File: src/rtl/pipeline_pkg.sv
// Shared definitions for the core's pipeline registers.
//   XLEN     : datapath width
//   REG_AW   : register address width
//   CTRL_W   : width of the opaque EX/MEM/WB control bundle
//   ctrl_t   : primary controls plus the opaque bundle, as carried down the pipe
//   REG_ZERO : index of the hard-wired zero register
package pipeline_pkg;

  localparam int XLEN   = 32;
  localparam int REG_AW = 5;
  localparam int CTRL_W = 8;

  typedef struct packed {
    logic              reg_write;
    logic              mem_read;
    logic              mem_write;
    logic [CTRL_W-1:0] ctrl;
  } ctrl_t;

  localparam logic [REG_AW-1:0] REG_ZERO = '0;

endpackage

File: src/rtl/operand_bypass.sv
// Same-cycle writeback bypass for one source operand. The register file
// writes on the clock edge but is read combinationally, so an instruction in
// ID that reads the register being written this cycle would otherwise see the
// stale value.
//   rs      : source register index from ID
//   rf_data : combinational register file read data for rs
//   wb_we   : writeback enable
//   wb_rd   : writeback register index
//   wb_wd   : writeback data
//   op      : selected operand value
module operand_bypass #(
  parameter int XLEN   = pipeline_pkg::XLEN,
  parameter int REG_AW = pipeline_pkg::REG_AW
) (
  input  logic [REG_AW-1:0] rs,
  input  logic [XLEN-1:0]   rf_data,
  input  logic              wb_we,
  input  logic [REG_AW-1:0] wb_rd,
  input  logic [XLEN-1:0]   wb_wd,
  output logic [XLEN-1:0]   op
);

  logic hit;

  // x0 is never bypassed: the register file already returns 0 for it and a
  // write to x0 must stay invisible.
  assign hit = wb_we && (wb_rd != REG_AW'(pipeline_pkg::REG_ZERO)) && (wb_rd == rs);
  assign op  = hit ? wb_wd : rf_data;

endmodule

File: src/rtl/id_ex_stage.sv
// ID/EX pipeline register with writeback bypass and load-use bubble insertion.
//   clk, reset_n         : clock, asynchronous active-low reset
//   id_*                 : decoded instruction currently in ID
//   rf_rd1, rf_rd2       : register file read data for id_rs1 / id_rs2
//   wb_we, wb_rd, wb_wd  : writeback port (same signals as the register file write port)
//   ex_hold              : downstream stall, keep EX contents
//   flush                : kill the ID instruction (redirect)
//   load_use_stall       : combinational, IF/ID must hold this cycle
//   ex_*                 : registered copy of the instruction for EX
//   bubble_count         : saturating count of load-use bubbles inserted
module id_ex_stage #(
  parameter int XLEN   = pipeline_pkg::XLEN,
  parameter int REG_AW = pipeline_pkg::REG_AW,
  parameter int CTRL_W = pipeline_pkg::CTRL_W,
  parameter int CNT_W  = 32
) (
  input  logic              clk,
  input  logic              reset_n,
  input  logic              id_valid,
  input  logic [XLEN-1:0]   id_pc,
  input  logic [REG_AW-1:0] id_rs1,
  input  logic [REG_AW-1:0] id_rs2,
  input  logic [REG_AW-1:0] id_rd,
  input  logic              id_uses_rs1,
  input  logic              id_uses_rs2,
  input  logic [XLEN-1:0]   id_imm,
  input  logic              id_reg_write,
  input  logic              id_mem_read,
  input  logic              id_mem_write,
  input  logic [CTRL_W-1:0] id_ctrl,
  input  logic [XLEN-1:0]   rf_rd1,
  input  logic [XLEN-1:0]   rf_rd2,
  input  logic              wb_we,
  input  logic [REG_AW-1:0] wb_rd,
  input  logic [XLEN-1:0]   wb_wd,
  input  logic              ex_hold,
  input  logic              flush,
  output logic              load_use_stall,
  output logic              ex_valid,
  output logic [XLEN-1:0]   ex_pc,
  output logic [XLEN-1:0]   ex_op1,
  output logic [XLEN-1:0]   ex_op2,
  output logic [XLEN-1:0]   ex_imm,
  output logic [REG_AW-1:0] ex_rs1,
  output logic [REG_AW-1:0] ex_rs2,
  output logic [REG_AW-1:0] ex_rd,
  output logic              ex_reg_write,
  output logic              ex_mem_read,
  output logic              ex_mem_write,
  output logic [CTRL_W-1:0] ex_ctrl,
  output logic [CNT_W-1:0]  bubble_count
);

  logic [XLEN-1:0] op1;
  logic [XLEN-1:0] op2;
  logic            haz;
  logic            rs1_dep;
  logic            rs2_dep;
  logic            do_clear;
  logic            do_bubble;
  logic            do_capture;

  operand_bypass #(.XLEN(XLEN), .REG_AW(REG_AW)) u_bypass_op1 (
    .rs      (id_rs1),
    .rf_data (rf_rd1),
    .wb_we   (wb_we),
    .wb_rd   (wb_rd),
    .wb_wd   (wb_wd),
    .op      (op1)
  );

  operand_bypass #(.XLEN(XLEN), .REG_AW(REG_AW)) u_bypass_op2 (
    .rs      (id_rs2),
    .rf_data (rf_rd2),
    .wb_we   (wb_we),
    .wb_rd   (wb_rd),
    .wb_wd   (wb_wd),
    .op      (op2)
  );

  // Hazard looks at the EX register contents, so under ex_hold it keeps
  // reflecting the held load and the stall stretches with the hold.
  assign rs1_dep = id_uses_rs1 && (id_rs1 == ex_rd);
  assign rs2_dep = id_uses_rs2 && (id_rs2 == ex_rd);
  assign haz     = id_valid && ex_valid && ex_mem_read &&
                   (ex_rd != REG_AW'(pipeline_pkg::REG_ZERO)) && (rs1_dep || rs2_dep);

  // A flushed instruction never needs to wait, so it must not freeze IF/ID.
  assign load_use_stall = haz && !flush;

  assign do_bubble  = !flush && !ex_hold && haz;
  assign do_clear   = flush || do_bubble;
  assign do_capture = !flush && !ex_hold && !haz;

  always_ff @(posedge clk or negedge reset_n) begin
    if (!reset_n) begin
      ex_valid     <= 1'b0;
      ex_pc        <= '0;
      ex_op1       <= '0;
      ex_op2       <= '0;
      ex_imm       <= '0;
      ex_rs1       <= '0;
      ex_rs2       <= '0;
      ex_rd        <= '0;
      ex_reg_write <= 1'b0;
      ex_mem_read  <= 1'b0;
      ex_mem_write <= 1'b0;
      ex_ctrl      <= '0;
    end else if (do_clear) begin
      ex_valid     <= 1'b0;
      ex_pc        <= '0;
      ex_op1       <= '0;
      ex_op2       <= '0;
      ex_imm       <= '0;
      ex_rs1       <= '0;
      ex_rs2       <= '0;
      ex_rd        <= '0;
      ex_reg_write <= 1'b0;
      ex_mem_read  <= 1'b0;
      ex_mem_write <= 1'b0;
      ex_ctrl      <= '0;
    end else if (do_capture) begin
      ex_valid     <= id_valid;
      ex_pc        <= id_pc;
      ex_op1       <= op1;
      ex_op2       <= op2;
      ex_imm       <= id_imm;
      ex_rs1       <= id_rs1;
      ex_rs2       <= id_rs2;
      ex_rd        <= id_rd;
      // Controls of an empty slot are forced off so nothing downstream acts on it.
      ex_reg_write <= id_valid && id_reg_write;
      ex_mem_read  <= id_valid && id_mem_read;
      ex_mem_write <= id_valid && id_mem_write;
      ex_ctrl      <= id_valid ? id_ctrl : '0;
    end
  end

  always_ff @(posedge clk or negedge reset_n) begin
    if (!reset_n) begin
      bubble_count <= '0;
    end else if (do_bubble && (bubble_count != {CNT_W{1'b1}})) begin
      bubble_count <= bubble_count + 1'b1;
    end
  end

endmodule

File: config.mk
export PLATFORM = sky130hd
export DESIGN_NAME = id_ex_stage
export DESIGN_NICKNAME = d
export VERILOG_FILES = /design/src/rtl/pipeline_pkg.sv /design/src/rtl/operand_bypass.sv /design/src/rtl/id_ex_stage.sv
export SDC_FILE = /design/constraint.sdc
export NUM_CORES = 1
export LEC_CHECK = 0
export CAP_MARGIN = 40
export CELL_PAD_IN_SITES_DETAIL_PLACEMENT = 1
export CELL_PAD_IN_SITES_GLOBAL_PLACEMENT = 2
export CORE_MARGIN = 1
export CORE_UTILIZATION = 24
export CTS_CLUSTER_DIAMETER = 100
export CTS_CLUSTER_SIZE = 20
export DETAILED_ROUTE_END_ITERATION = 8
export PLACE_DENSITY = 0.86
export SYNTH_ARGS = -nofsm -noshare
export SYNTH_HDL_FRONTEND = slang
export SYNTH_SLANG_ARGS = --single-unit
File: constraint.sdc
create_clock -name clk -period 2.4 [get_ports clk]
set_input_delay 0.48 -clock clk [delete_from_list [all_inputs] [get_ports clk]]
set_output_delay 0.48 -clock clk [all_outputs]
set_load 0.005 [all_outputs]
==> run metrics <==
RSZ-0062 raised after global routing true; Post-synth top flop dfrtp_1; cell breakdown of the critical path xnor2_2, nand4_1, o22ai_1, buf_4, nand2_4, nor2_4, buf_2; share of layout cells above drive strength 1 between 10 and 15%; hold_ws 0.482 ns; Synth Area in XOR/XNOR about 5.7%; time the worst path needs with I/O delays and setup between 2 and 2.5 ns; clock tree from TritonCTS built; maximum level of the CTS H-tree 4; Peak VDD IR 419 uV; Seq. cell area between 4000 and 5000 um2; largest net degree at the start of global routing 81; Fill cells approximately 3500; headroom to the max-slew limit 72.2%; synth warn 0; GRT Total Usage 17.7%; main combinational cell family by area after synthesis compound AO/OA/AOI/OAI gates; Final setup violation count 0; post-layout power between 0.007 and 0.008 W; Hold Path Depth 2; Crit-path slowest cell dfrtp_1; reg-to-reg startpoint ex_rd[4]$_DFFE_PN0P_; area of the multi-input gates between 3000 and 4000 um2; antenna violations before repair 0; status complete, no violations; Nets ~1300; hold wc startpoint ex_op2[25]$_DFFE_PN0P_; CP Class register to primary output; via count 6960; Synth Area in Adders 0.159%; Post-synth EDFFs 0; Worst-Margin Slew 0.418 ns; post-synthesis sequential area ratio 59.4%; die width around 180 um; Yosys cell types 34; simple-gate portion of the synthesized area 9.21%; post-layout util 41.9%; leakage power 5.59 nW; CORE AREA 31900 um2; Worst EP required ~1.9 ns; ranking of synthesized cells by area dfrtp_1, a22o_1, mux2i_1; final slew viol count 0; I/O Pins 387; Synth Net Count roughly 850; CP Launch Type register; routability cong. 0.815; Pwr per Cell Area 554 nW/um2; Synth async-reset ratio 100%; fin area 13400 um2; CTS buffer count 17; R2R Setup Slk between 0.1 and 0.15 ns; first-pass GRT wire length 45.3 mm; capture point of the worst reg-to-reg path bubble_count[1]$_DFFE_PN0P_; Hold Path Sink ex_op2[25]$_DFFE_PN0P_; Detail Route Antenna Nets 0; critical path arrival 1.92 ns; final setup skew 0.0143 ns; wirelength, routed 29.2 mm; site row count 65; max cap viols 0; Hold Fails Final Rpt 0; count leader, synth dfrtp_1; # diodes 0; mux cell area share after synthesis slightly above 8%; total gr overflow 0; area leader, netlist dfrtp_1; Post-synth top cells dfrtp_1, a22o_1, nand2_1; per-cell routed wire length 19.1 um; Detail Placement HPWL 21.8 mm; CP peak stage delay 0.44 ns; vias in the first global route 7757; Avg Vias per Cell approximately 4.5; Die ar. 33500 um2; Clock Sinks 187; FF-to-FF path depth 9; Mapped Cells 651; Post-Syn Area 7880 um2; drt initial violations 335; Die Height 183 um; Hold Crit Class register to register; clock buffer depth 2; DR DRC count 0; number of detailed-route iterations in the first pass 4; CTS clock-pin slew for the worst setup and hold paths about 0.08 ns; Crit Path Max Fanout 3; worst skew pair latency 0.43 ns; P&R area growth vs syn 69.7%; Starting Density 24.7%; Clk Tree Root Cell clkbuf_16; Max Freq 417 MHz; Crit. End Element primary output; Post-Syn Area per Cell 12.1 um2; Synth Area in Compound Gates approximately 15%; I/O Buffers 386; Final period util 99.9%; placed cell area 12700 um2; Synth top area share 59.4%; Yosys reg bits 187
==> layout by cell type (no fill, tap or decap), drive strengths merged, types with 4 or more instances in the layout <==
| cell | n |
|---|---|
| clkdlybuf4s50 | 376 |
| dfrtp | 187 |
| a22o | 90 |
| nand2 | 74 |
| buf | 70 |
| o21ai | 65 |
| mux2i | 64 |
| xnor2 | 40 |
| clkbuf | 22 |
| nand4 | 19 |
| nand3 | 18 |
| xor2 | 11 |
| and3 | 8 |
| dlygate4sd2 | 8 |
| nor2 | 7 |
| nor3 | 5 |
| clkinvlp | 4 |
| clkinv | 4 |
==> layer usage <==
layer	share of wire, %	track usage [%]	vias to the layer above
li1	-	-	3205
met1	40	20.8	3481
met2	50	30.4	247
met3	8.0	6.29	27
met4	1.6	4.97	0
met5	0	0	-
==> worst max-delay path by stage <==
| stage | end | cells after the start | from |
|---|---|---|---|
| after floorplan | bubble_count[18]$_DFFE_PN0P_ | 10 | bubble_count[0]$_DFFE_PN0P_ |
| after global placement | load_use_stall | 8 | id_rs2[4] |
| after detailed placement | load_use_stall | 8 | id_rs2[4] |
| after CTS | load_use_stall | 7 | ex_rd[3]$_DFFE_PN0P_ |
| after global routing | load_use_stall | 7 | ex_rd[1]$_DFFE_PN0P_ |
| final | load_use_stall | 7 | ex_rd[4]$_DFFE_PN0P_ |
==> final cells by class <==
cell class              instances  share of cell area, %
well taps                     435                   4.07
clock inverters                11                  0.833
flip-flops and latches        187                   35.0
multi-input cells             420                   22.8
clock buffers                  21                   3.45
inverters                       1                 0.0281
repair buffers                456                   33.8
==> power by group <==
group	internal, W	switching [W]	total, W
combinational	0.000719	0.000444	0.00116
clock	0.00150	0.00136	0.00286
sequential	0.00329	0.0000899	0.00338
==> kinds of logic after synthesis <==
| logic type | Yosys count |
|---|---|
| flops | 187 |
| simple gates | 144 |
| mux | 65 |
| xor+xnor | 51 |
| buf+inv | 44 |
| compound gates | 159 |
| fa+ha+maj | 1 |
==> what timing repair did <==
action / in CTS / in global routing
gates resized for setup: 20 / 3
pin swaps: 7 / 5
setup buffers: 2 / 0
endpoints found under the hold margin: 34 / 0
hold buffers: 1 / 0
setup endpoints to repair: 1 / 10
==> critical path, delay by kind of cell (launching register included) <==
kind            cells  cell delay (ns)
xor+xnor            1             0.19
flops               1             0.44
buf+inv             2             0.28
compound gates      1             0.20
simple gates        3             0.37
==> sequential cells by signal, indices dropped and copies added, names as in the netlist, 5 cells and up <==
name	flops
ex_imm	32
ex_op2	32
ex_rs2	5
ex_op1	32
ex_pc	32
ex_rd	5
ex_ctrl	8
ex_rs1	5
bubble_count	32
==> through the flow <==
| stage | setup WS (ns) | setup TNS, ns | instances |
|---|---|---|---|
| after floorplan | 0.408 | 0 | 651 |
| after global placement | -0.542 | -19.94 | 1496 |
| after detailed placement | -0.562 | -29.67 | 1496 |
| after CTS | -0.00473 | -0.00473 | 1531 |
| after global routing | -0.0753 | -0.0753 | 1531 |
| final | 0.00219 | 0 | 1531 |
(Power assumes the default switching activity.)
